$ cat config.mk
export PLATFORM = sky130hd
export DESIGN_NAME = obc_bitplane_sequencer
export DESIGN_NICKNAME = d
export VERILOG_FILES = /design/src/rtl/obc_bitplane_sequencer.sv
export SDC_FILE = /design/constraint.sdc
export NUM_CORES = 1
export LEC_CHECK = 0
export ABC_CLOCK_PERIOD_IN_PS = 2990
export CAP_MARGIN = 0
export CELL_PAD_IN_SITES_DETAIL_PLACEMENT = 1
export CELL_PAD_IN_SITES_GLOBAL_PLACEMENT = 2
export CORE_MARGIN = 2
export CORE_UTILIZATION = 31
export DETAILED_ROUTE_END_ITERATION = 10
export PLACE_DENSITY_LB_ADDON = 0.1
export SYNTH_ARGS = -nofsm -noshare
export SYNTH_HDL_FRONTEND = slang
export SYNTH_SLANG_ARGS = --single-unit
$ cat constraint.sdc
create_clock -name clk -period 2.99 [get_ports clk]
set_input_delay 0.4485 -clock clk [delete_from_list [all_inputs] [get_ports clk]]
set_output_delay 0.4485 -clock clk [all_outputs]
set_load 0.05 [all_outputs]
$ cat src/rtl/obc_bitplane_sequencer.sv
// Bit-plane sequencer for one OBC ROM-accumulate lane.
// Captures 16 samples, presents planes MSB first, shift-accumulates rom_in.
// Ports: clk, rst_n, start, sample_in[16*DATA_W] -> busy, slice_out[16],
//        msb_flag ; rom_in[ROM_W] (same-cycle ROM return) -> result, done.
module obc_bitplane_sequencer #(
    parameter int DATA_W = 8,
    parameter int ROM_W  = 32,
    parameter int OUT_W  = 40
) (
    input  logic                  clk,
    input  logic                  rst_n,
    input  logic                  start,
    input  logic [16*DATA_W-1:0]  sample_in,
    output logic                  busy,
    output logic [15:0]           slice_out,
    output logic                  msb_flag,
    input  logic [ROM_W-1:0]      rom_in,
    output logic [OUT_W-1:0]      result,
    output logic                  done
);

    localparam int PW = (DATA_W > 1) ? $clog2(DATA_W) : 1;
    localparam logic [PW-1:0] PLANE_MSB = PW'(DATA_W - 1);

    typedef enum logic [1:0] {
        IDLE,
        RUN,
        DONE
    } state_t;

    state_t state, state_nx;

    logic [16*DATA_W-1:0] sample_reg;
    logic [PW-1:0]        plane;
    logic [OUT_W-1:0]     acc;
    logic [OUT_W-1:0]     acc_nx;
    logic [OUT_W-1:0]     rom_ext;

    // ROM sum is signed; the MSB-plane negation already happened in the ROM.
    assign rom_ext = {{(OUT_W-ROM_W){rom_in[ROM_W-1]}}, rom_in};
    assign acc_nx  = (acc << 1) + rom_ext;

    always_ff @(posedge clk or negedge rst_n) begin
        if (!rst_n) begin
            state <= IDLE;
        end else begin
            state <= state_nx;
        end
    end

    always_comb begin
        state_nx = state;
        unique case (state)
            IDLE:    if (start) state_nx = RUN;
            RUN:     if (plane == '0) state_nx = DONE;
            DONE:    state_nx = IDLE;
            default: state_nx = IDLE;
        endcase
    end

    always_ff @(posedge clk or negedge rst_n) begin
        if (!rst_n) begin
            sample_reg <= '0;
            plane      <= '0;
            acc        <= '0;
            result     <= '0;
        end else begin
            unique case (state)
                IDLE: begin
                    if (start) begin
                        sample_reg <= sample_in;
                        acc        <= '0;
                        plane      <= PLANE_MSB;
                    end
                end
                RUN: begin
                    acc <= acc_nx;
                    if (plane == '0) begin
                        result <= acc_nx;
                    end else begin
                        plane <= plane - 1'b1;
                    end
                end
                default: ;
            endcase
        end
    end

    // Outputs decode purely from registers, so the ROM path has no loop.
    always_comb begin
        slice_out = '0;
        msb_flag  = 1'b0;
        busy      = (state != IDLE);
        done      = (state == DONE);
        if (state == RUN) begin
            for (int k = 0; k < 16; k++) begin
                slice_out[k] = sample_reg[k*DATA_W + int'(plane)];
            end
            msb_flag = (plane == PLANE_MSB);
        end
    end

endmodule

==> impl_metrics.csv, run 1 <==
group,metric,value,unit
outcome,run_status,"finished clean",
sta,drv_slew,0,
clock_tree,clock_path_buffers,3,
setup_path,critPathCaptureType,"output pin",
cells_and_area,num_antenna_cells,0,
placement,post_dp_cell_area,14900,um^2
sta,hold_viol_final,0,
yosys,postSynthRegisterBits,212,
clock_tree,post_cts_resized,0,
floorplan,core_area,36300,um^2
setup_path,startpoint_type,"flip-flop",
route,first_pass_iters,4,
grt,via_count_of_the_first_global_routing_pass,11075,
setup_path,worst-path-max-fanout,30,
sta,fin_setup_tns,0,ps
sta,maxClockFrequency,368,MHz
sta,finalSetupViolCount,0,
yosys,area_of_the_mapped_netlist,11300,um^2
sta,fin_crit,2720,ps
pwr,comb_power_share,56.3,%
placement,number_of_placed_cells_counting_well_taps,2024,
floorplan,top_level_ports,222,
hold_path,hold_end,"sample_reg[42]$_DFFE_PN0P_",
route,postRouteAntennaNets,0,
grt,overflow,0,
yosys,synth-async-reset-ratio,100,%
placement,dp_hpwl,27500,um
setup_path,worstSetupPathType,"flip-flop to output pin",
setup_path,worst_r2r_setup_slack,330,ps
clock_tree,clkTransAtPathRegs,60,ps
route,num_vias,10177,
route,routed_via_density,4.91,
setup_path,critPathRequiredTime,2540,ps
sta,period_share,90.9,%
pwr,power_density,1200,nW/um^2
floorplan,initial_utilization,31.2,%
cells_and_area,sequential_cell_area,5310,um^2
clock_tree,cts_buffers,27,
yosys,postSynth.topFlopCell,"sky130_fd_sc_hd__dfrtp_1",
sta,rsz0062_at_grt,"no",
pwr,power.net_switching,8.34,mW
setup_path,setup.worst_path.start,"state[1]$_DFFE_PN0P_",
cells_and_area,finish.net_count,1791,
grt,global_route.usage.total,19.8,%
clock_tree,htree_levels,1,
route,first_iter_violations,340,
yosys,synthDominantCellAreaShare,46.8,%
grt,pin_count_of_the_biggest_net_entering_global_routing,84,
pwr,p_int,10.5,mW
cells_and_area,layout-drive-gt1-share,14.7,%
yosys,synthDominantAreaCellType,"sky130_fd_sc_hd__dfrtp_1",
yosys,synth_area_leaders,"sky130_fd_sc_hd__dfrtp_1 47%, sky130_fd_sc_hd__nand2_1 16%, sky130_fd_sc_hd__mux4_2 6.4%",
floorplan,area_of_the_die,38100,um^2
floorplan,placement_rows,70,
route,detail_route.wl_per_cell,18.0,um
yosys,synth.yosys.seq_area_share,46.8,%
yosys,yosys_warnings,0,
pwr,reported_leakage_power,7.43,nW
clock_tree,tritoncts,"yes",
pwr,power.sequential.fraction,27.1,%
clock_tree,post_cts_hold_buffer_count,1,
cells_and_area,layout.core_utilization,43.3,%
setup_path,regToRegStartpoint,"acc[0]$_DFFE_PN0P_",
clock_tree,postCtsSetupRepairBufs,0,
clock_tree,insertion_delay,550,ps
clock_tree,cts_root_buffer,"sky130_fd_sc_hd__clkbuf_16",
setup_path,regToRegEndpoint,"acc[19]$_DFFE_PN0P_",
placement,placement.setup.worst_slack,-196,ps
floorplan,die_h,195,um
flow_run,max-cap-violations,0,
yosys,post_synth.cell_area_avg,8.86,um^2
placement,buffer_ports.inserted,221,
hold_path,min_path_cells,3,
floorplan,dieWidth,195,um
yosys,synth_fp_nets,1485,
pwr,peakVddDrop,0.476,mV
route,drc_errors,0,
sta,tightest_slew,891,ps
setup_path,reg2regPathDepth,10,
yosys,synthesis.instances,1280,
grt,grt_first_pass_wirelength,60000,um
cells_and_area,multiInputGateArea,5750,um^2
placement,globalplace.congestion,0.828,
route,totalWireLength,37300,um
pwr,clock_power_share,16.7,%
cells_and_area,final_area,15700,um^2
hold_path,worst_hold_path_type,"input port to flip-flop",
setup_path,worstPathArrival,2270,ps
sta,finClkSkew,12.5,ps
grt,number_of_antenna_violations_at_the_first_check_in_global_routing,0,
clock_tree,clkSinkCount,212,
pwr,sw_frac_of_total,44.2,%
cells_and_area,post_layout_nonfiller_instances,2071,
yosys,synth.lib_cells_used.distinct,62,
cells_and_area,area_growth_syn_to_layout,38.7,%
yosys,synth_enable_flop_cells,0,
sta,relSlewSlack,40.6,%
cells_and_area,number_of_flip_flops_in_the_largest_register,128,
cells_and_area,fillers,4213,
hold_path,holdCritStartpoint,"sample_in[42]",
sta,final_critical_path_setup_slack,273,ps
## cell usage after synthesis, types with 3 or more instances
| cell | number |
|---|---|
| sky130_fd_sc_hd__a2111oi_0 | 3 |
| sky130_fd_sc_hd__clkbuf_1 | 59 |
| sky130_fd_sc_hd__a21oi_1 | 49 |
| sky130_fd_sc_hd__nand4_1 | 20 |
| sky130_fd_sc_hd__buf_2 | 9 |
| sky130_fd_sc_hd__o21ai_0 | 84 |
| sky130_fd_sc_hd__mux2i_1 | 22 |
| sky130_fd_sc_hd__o22ai_1 | 3 |
| sky130_fd_sc_hd__and3_1 | 5 |
| sky130_fd_sc_hd__dfrtp_1 | 212 |
| sky130_fd_sc_hd__o21a_1 | 6 |
| sky130_fd_sc_hd__nor2b_1 | 5 |
| sky130_fd_sc_hd__a21o_1 | 10 |
| sky130_fd_sc_hd__a41oi_1 | 3 |
| sky130_fd_sc_hd__xor2_1 | 19 |
| sky130_fd_sc_hd__a211o_1 | 5 |
| sky130_fd_sc_hd__a22o_1 | 4 |
| sky130_fd_sc_hd__xnor2_1 | 10 |
| sky130_fd_sc_hd__mux4_2 | 32 |
| sky130_fd_sc_hd__ha_1 | 41 |
| sky130_fd_sc_hd__nand2b_1 | 4 |
| sky130_fd_sc_hd__or3_1 | 3 |
| sky130_fd_sc_hd__o21bai_1 | 3 |
| sky130_fd_sc_hd__nand3_1 | 23 |
| sky130_fd_sc_hd__o211ai_1 | 3 |
| sky130_fd_sc_hd__a31oi_1 | 8 |
| sky130_fd_sc_hd__and2_1 | 3 |
| sky130_fd_sc_hd__a22oi_1 | 4 |
| sky130_fd_sc_hd__nor2_1 | 66 |
| sky130_fd_sc_hd__mux2_2 | 3 |
| sky130_fd_sc_hd__buf_1 | 4 |
| sky130_fd_sc_hd__nor3_1 | 13 |
| sky130_fd_sc_hd__inv_1 | 6 |
| sky130_fd_sc_hd__o31ai_1 | 4 |
| sky130_fd_sc_hd__nand2_1 | 497 |
## worst max-delay path: stages, from the launching register on
cell and delay, ps:
sky130_fd_sc_hd__dfrtp_1 420, sky130_fd_sc_hd__nand2b_2 640, sky130_fd_sc_hd__nor2_1 390, sky130_fd_sc_hd__buf_4 250
## per-stage QoR
step	hold WS, ps	power [mW]
detailed placement	458	15.9
global route	384	20.4
CTS	388	19.2
finish	419	18.9
global placement	453	15.7
floorplan	153	11.8
## cell families (layout without fill, tap and decap cells)
family | after synthesis | in the layout | share of synthesized area (%)
simple gates | 652 | 652 | 23.5
flops | 212 | 212 | 46.8
compound gates | 210 | 210 | 11.5
buf+inv | 78 | 401 | 2.68
mux | 57 | 57 | 8.60
fa+ha+maj | 42 | 42 | 4.70
xor+xnor | 29 | 29 | 2.24
## routing by layer
| metal | vias to the layer above | share of wire, % | track usage [%] |
|---|---|---|---|
| li1 | 4968 | - | - |
| met1 | 4995 | 43 | 24.7 |
| met2 | 172 | 51 | 36.1 |
| met3 | 42 | 3.9 | 3.42 |
| met4 | 0 | 1.7 | 4.04 |
| met5 | - | 0 | 0 |
## final cells by class
| class | count | area share (%) |
|---|---|---|
| clock buffer | 40 | 4.73 |
| clock inverter | 6 | 0.605 |
| sequential | 212 | 33.7 |
| tap | 468 | 3.72 |
| inverter | 6 | 0.143 |
| multi-input combinational | 990 | 36.5 |
| timing repair buffer | 349 | 20.5 |
## how the worst max path moves through the flow
stage                     cells after the start  slack (ps)                endpoint
after floorplan                               9         400  result[21]$_DFFE_PN0P_
after global placement                       11        -170  result[19]$_DFFE_PN0P_
after detailed placement                     11        -200     acc[19]$_DFFE_PN0P_
after CTS                                     3         220           slice_out[13]
after global routing                          3         110           slice_out[13]
final                                         3         270           slice_out[13]
## layout by cell type (no fill, tap or decap), types with 3 or more instances in the layout
cell type                         count
sky130_fd_sc_hd__a2111oi_0            3
sky130_fd_sc_hd__a211o_1              5
sky130_fd_sc_hd__a21o_1              10
sky130_fd_sc_hd__a21oi_1             49
sky130_fd_sc_hd__a22o_1               4
sky130_fd_sc_hd__a22oi_1              4
sky130_fd_sc_hd__a31oi_1              8
sky130_fd_sc_hd__a41oi_1              3
sky130_fd_sc_hd__and3_1               5
sky130_fd_sc_hd__buf_12               7
sky130_fd_sc_hd__buf_4              137
sky130_fd_sc_hd__clkbuf_1            11
sky130_fd_sc_hd__clkbuf_16           27
sky130_fd_sc_hd__clkdlybuf4s50_1    203
sky130_fd_sc_hd__clkinv_2             3
sky130_fd_sc_hd__dfrtp_1            210
sky130_fd_sc_hd__ha_1                41
sky130_fd_sc_hd__inv_1                6
sky130_fd_sc_hd__mux2_2               3
sky130_fd_sc_hd__mux2i_1             22
sky130_fd_sc_hd__mux4_2              32
sky130_fd_sc_hd__nand2_1            495
sky130_fd_sc_hd__nand2b_1             3
sky130_fd_sc_hd__nand3_1             23
sky130_fd_sc_hd__nand4_1             20
sky130_fd_sc_hd__nor2_1              66
sky130_fd_sc_hd__nor2b_1              4
sky130_fd_sc_hd__nor3_1              13
sky130_fd_sc_hd__o211ai_1             3
sky130_fd_sc_hd__o21a_1               6
sky130_fd_sc_hd__o21ai_0             84
sky130_fd_sc_hd__o22ai_1              3
sky130_fd_sc_hd__o31ai_1              4
sky130_fd_sc_hd__or3_1                3
sky130_fd_sc_hd__xnor2_1             10
sky130_fd_sc_hd__xor2_1              19
## power by group through the flow
stage	sequential (mW)	clock [mW]	combinational [mW]
3_3_place_gp	5.12	0	10.6
5_1_grt	5.30	3.37	11.7
3_5_place_dp	5.16	0	10.7
2_1_floorplan	5.84	0	5.94
6_report	5.11	3.15	10.6
4_1_cts	5.13	3.26	10.8
No activity file was read; power rests on OpenSTA's default activity.
==> run 2: changes to the inputs <==
--- a/constraint.sdc
+++ b/constraint.sdc
@@ -3,2 +3,2 @@
 set_output_delay 0.4485 -clock clk [all_outputs]
-set_load 0.05 [all_outputs]
+set_load 0.02 [all_outputs]
==> impl_metrics.csv, run 2 (synthesis results as in run 1) <==
group,metric,value,unit
outcome,run_status,"finished clean",
floorplan,top_level_ports,222,
route,postRouteAntennaNets,0,
setup_path,cp_top_family,"multiplexers",
setup_path,startpoint_type,"flip-flop",
route,routed_via_density,4.91,
clock_tree,postCtsSetupRepairBufs,0,
floorplan,initial_utilization,31.2,%
floorplan,area_of_the_die,38100,um^2
hold_path,worst_hold_path_type,"input port to flip-flop",
sta,maxClockFrequency,370,MHz
clock_tree,cts_root_buffer,"sky130_fd_sc_hd__clkbuf_16",
grt,number_of_antenna_violations_at_the_first_check_in_global_routing,1,
sta,drv_slew,0,
route,totalWireLength,37600,um
clock_tree,clkSinkCount,212,
pwr,power_density,1130,nW/um^2
grt,grt_first_pass_wirelength,60600,um
setup_path,timing.critical_path.buf_inv,2,
route,detail_route.wl_per_cell,18.1,um
placement,number_of_placed_cells_counting_well_taps,2020,
route,first_pass_iters,4,
floorplan,dieWidth,195,um
cells_and_area,number_of_flip_flops_in_the_largest_register,128,
pwr,peakVddDrop,0.504,mV
clock_tree,cts_buffers,27,
setup_path,critical_path.cell_chain,"buf_16 > mux4_2 > mux2i_1 > nor2_1 > dlymetal6s2s_1",
sta,period_share,90.4,%
placement,dp_hpwl,27600,um
setup_path,critPathRequiredTime,2540,ps
clock_tree,insertion_delay,560,ps
sta,finClkSkew,20.0,ps
cells_and_area,layout_commonest_cell,"sky130_fd_sc_hd__nand2_1",
clock_tree,tritoncts,"yes",
clock_tree,clkTransAtPathRegs,60,ps
sta,finalSetupViolCount,0,
flow_run,max-cap-violations,0,
setup_path,worst-path-max-fanout,18,
cells_and_area,layout-drive-gt1-share,13.9,%
sta,hold_viol_final,0,
clock_tree,clock_path_buffers,3,
pwr,finalPower,17.9,mW
sta,rsz0062_at_grt,"no",
pwr,reported_leakage_power,7.67,nW
cells_and_area,post_layout_nonfiller_instances,2072,
route,drc_errors,0,
setup_path,worstSetupPathType,"flip-flop to output pin",
grt,global_route.usage.total,20.0,%
cells_and_area,final_cell_mix,"495 x sky130_fd_sc_hd__nand2_1, 210 x sky130_fd_sc_hd__dfrtp_1, 204 x sky130_fd_sc_hd__clkdlybuf4s50_1, 115 x sky130_fd_sc_hd__buf_4, 84 x sky130_fd_sc_hd__o21ai_0",
route,first_iter_violations,415,
placement,globalplace.congestion,0.820,
sta,final_critical_path_setup_slack,288,ps
grt,via_count_of_the_first_global_routing_pass,11190,
floorplan,placement_rows,70,
placement,placement.setup.worst_slack,-201,ps
cells_and_area,area_growth_syn_to_layout,40.1,%
cells_and_area,fillers,4198,
sta,tightest_slew,702,ps
grt,pin_count_of_the_biggest_net_entering_global_routing,85,
setup_path,critPathMaxStageDelay,520,ps
setup_path,worstPathArrival,2250,ps
sta,fin_setup_tns,0,ps
cells_and_area,finish.net_count,1788,
setup_path,critPathCaptureType,"output pin",
setup_path,critical-path-slowest-cell,"sky130_fd_sc_hd__mux4_2",
floorplan,core_area,36300,um^2
sta,fin_crit,2700,ps
route,num_vias,10178,
placement,buffer_ports.inserted,221,
floorplan,die_h,195,um
clock_tree,htree_levels,1,
sta,relSlewSlack,53.2,%
grt,overflow,0,
-- run 2: power by group --
part	switching, mW	total [mW]	leakage, nW	internal [mW]
Sequential	0.808	5.10	2.58	4.29
Combinational	5.15	9.55	4.64	4.40
Clock	1.32	3.28	0.439	1.97
-- run 2: layout make-up --
cell class | count | area, um^2 | share of cell area (%)
clock buffers | 39 | 771 | 4.85
clock inverters | 10 | 121 | 0.764
repair buffers | 346 | 3320 | 20.9
multi-input cells | 990 | 5750 | 36.2
inverters | 6 | 22.5 | 0.142
flip-flops and latches | 212 | 5310 | 33.4
diodes | 1 | 2.50 | 0.0158
well taps | 468 | 586 | 3.69
-- run 2: worst paths after layout --
kind	end	start	cells past startpoint	slack, ps
max	slice_out[14]	plane[0]$_DFFE_PN0P_	5	290
min	sample_reg[8]$_DFFE_PN0P_	sample_in[8]	3	420
max reg2reg	acc[31]$_DFFE_PN0P_	acc[0]$_DFFE_PN0P_	9	290
min reg2reg	sample_reg[58]$_DFFE_PN0P_	sample_reg[58]$_DFFE_PN0P_	2	470
max in group asynchronous	sample_reg[79]$_DFFE_PN0P_	rst_n	3	1760
min in group asynchronous	result[14]$_DFFE_PN0P_	rst_n	2	480
-- run 2: per-layer routing --
metal | up-vias | share of wire (%) | global-route usage (%)
met5 | - | 0 | 0
met4 | 0 | 2.0 | 4.55
met3 | 47 | 3.7 | 3.32
met2 | 172 | 50 | 36.1
met1 | 4994 | 44 | 24.8
li1 | 4965 | - | -
-- run 2: stage by stage --
| step | cell area [um^2] | hold WS, ps | util [%] |
|---|---|---|---|
| floorplan | 11300 | 153 | - |
| global placement | 14900 | 453 | 41.0 |
| detailed placement | 14900 | 461 | 41.0 |
| CTS | 15800 | 390 | 43.5 |
| global route | 15900 | 413 | 43.7 |
| finish | 15900 | 417 | 43.7 |
-- run 2: worst min-delay path, stage by stage --
cell                              delay [ps]
sky130_fd_sc_hd__clkdlybuf4s50_1         390
sky130_fd_sc_hd__nand2_1                  50
sky130_fd_sc_hd__nand2_1                  40
-- run 2: what timing repair did --
action                                  CTS  global route
hold buffers                              1             0
endpoints found under the setup margin   16            16
hold endpoints to repair                 81             0
resized for setup                         0            17
gates cloned                              0             1
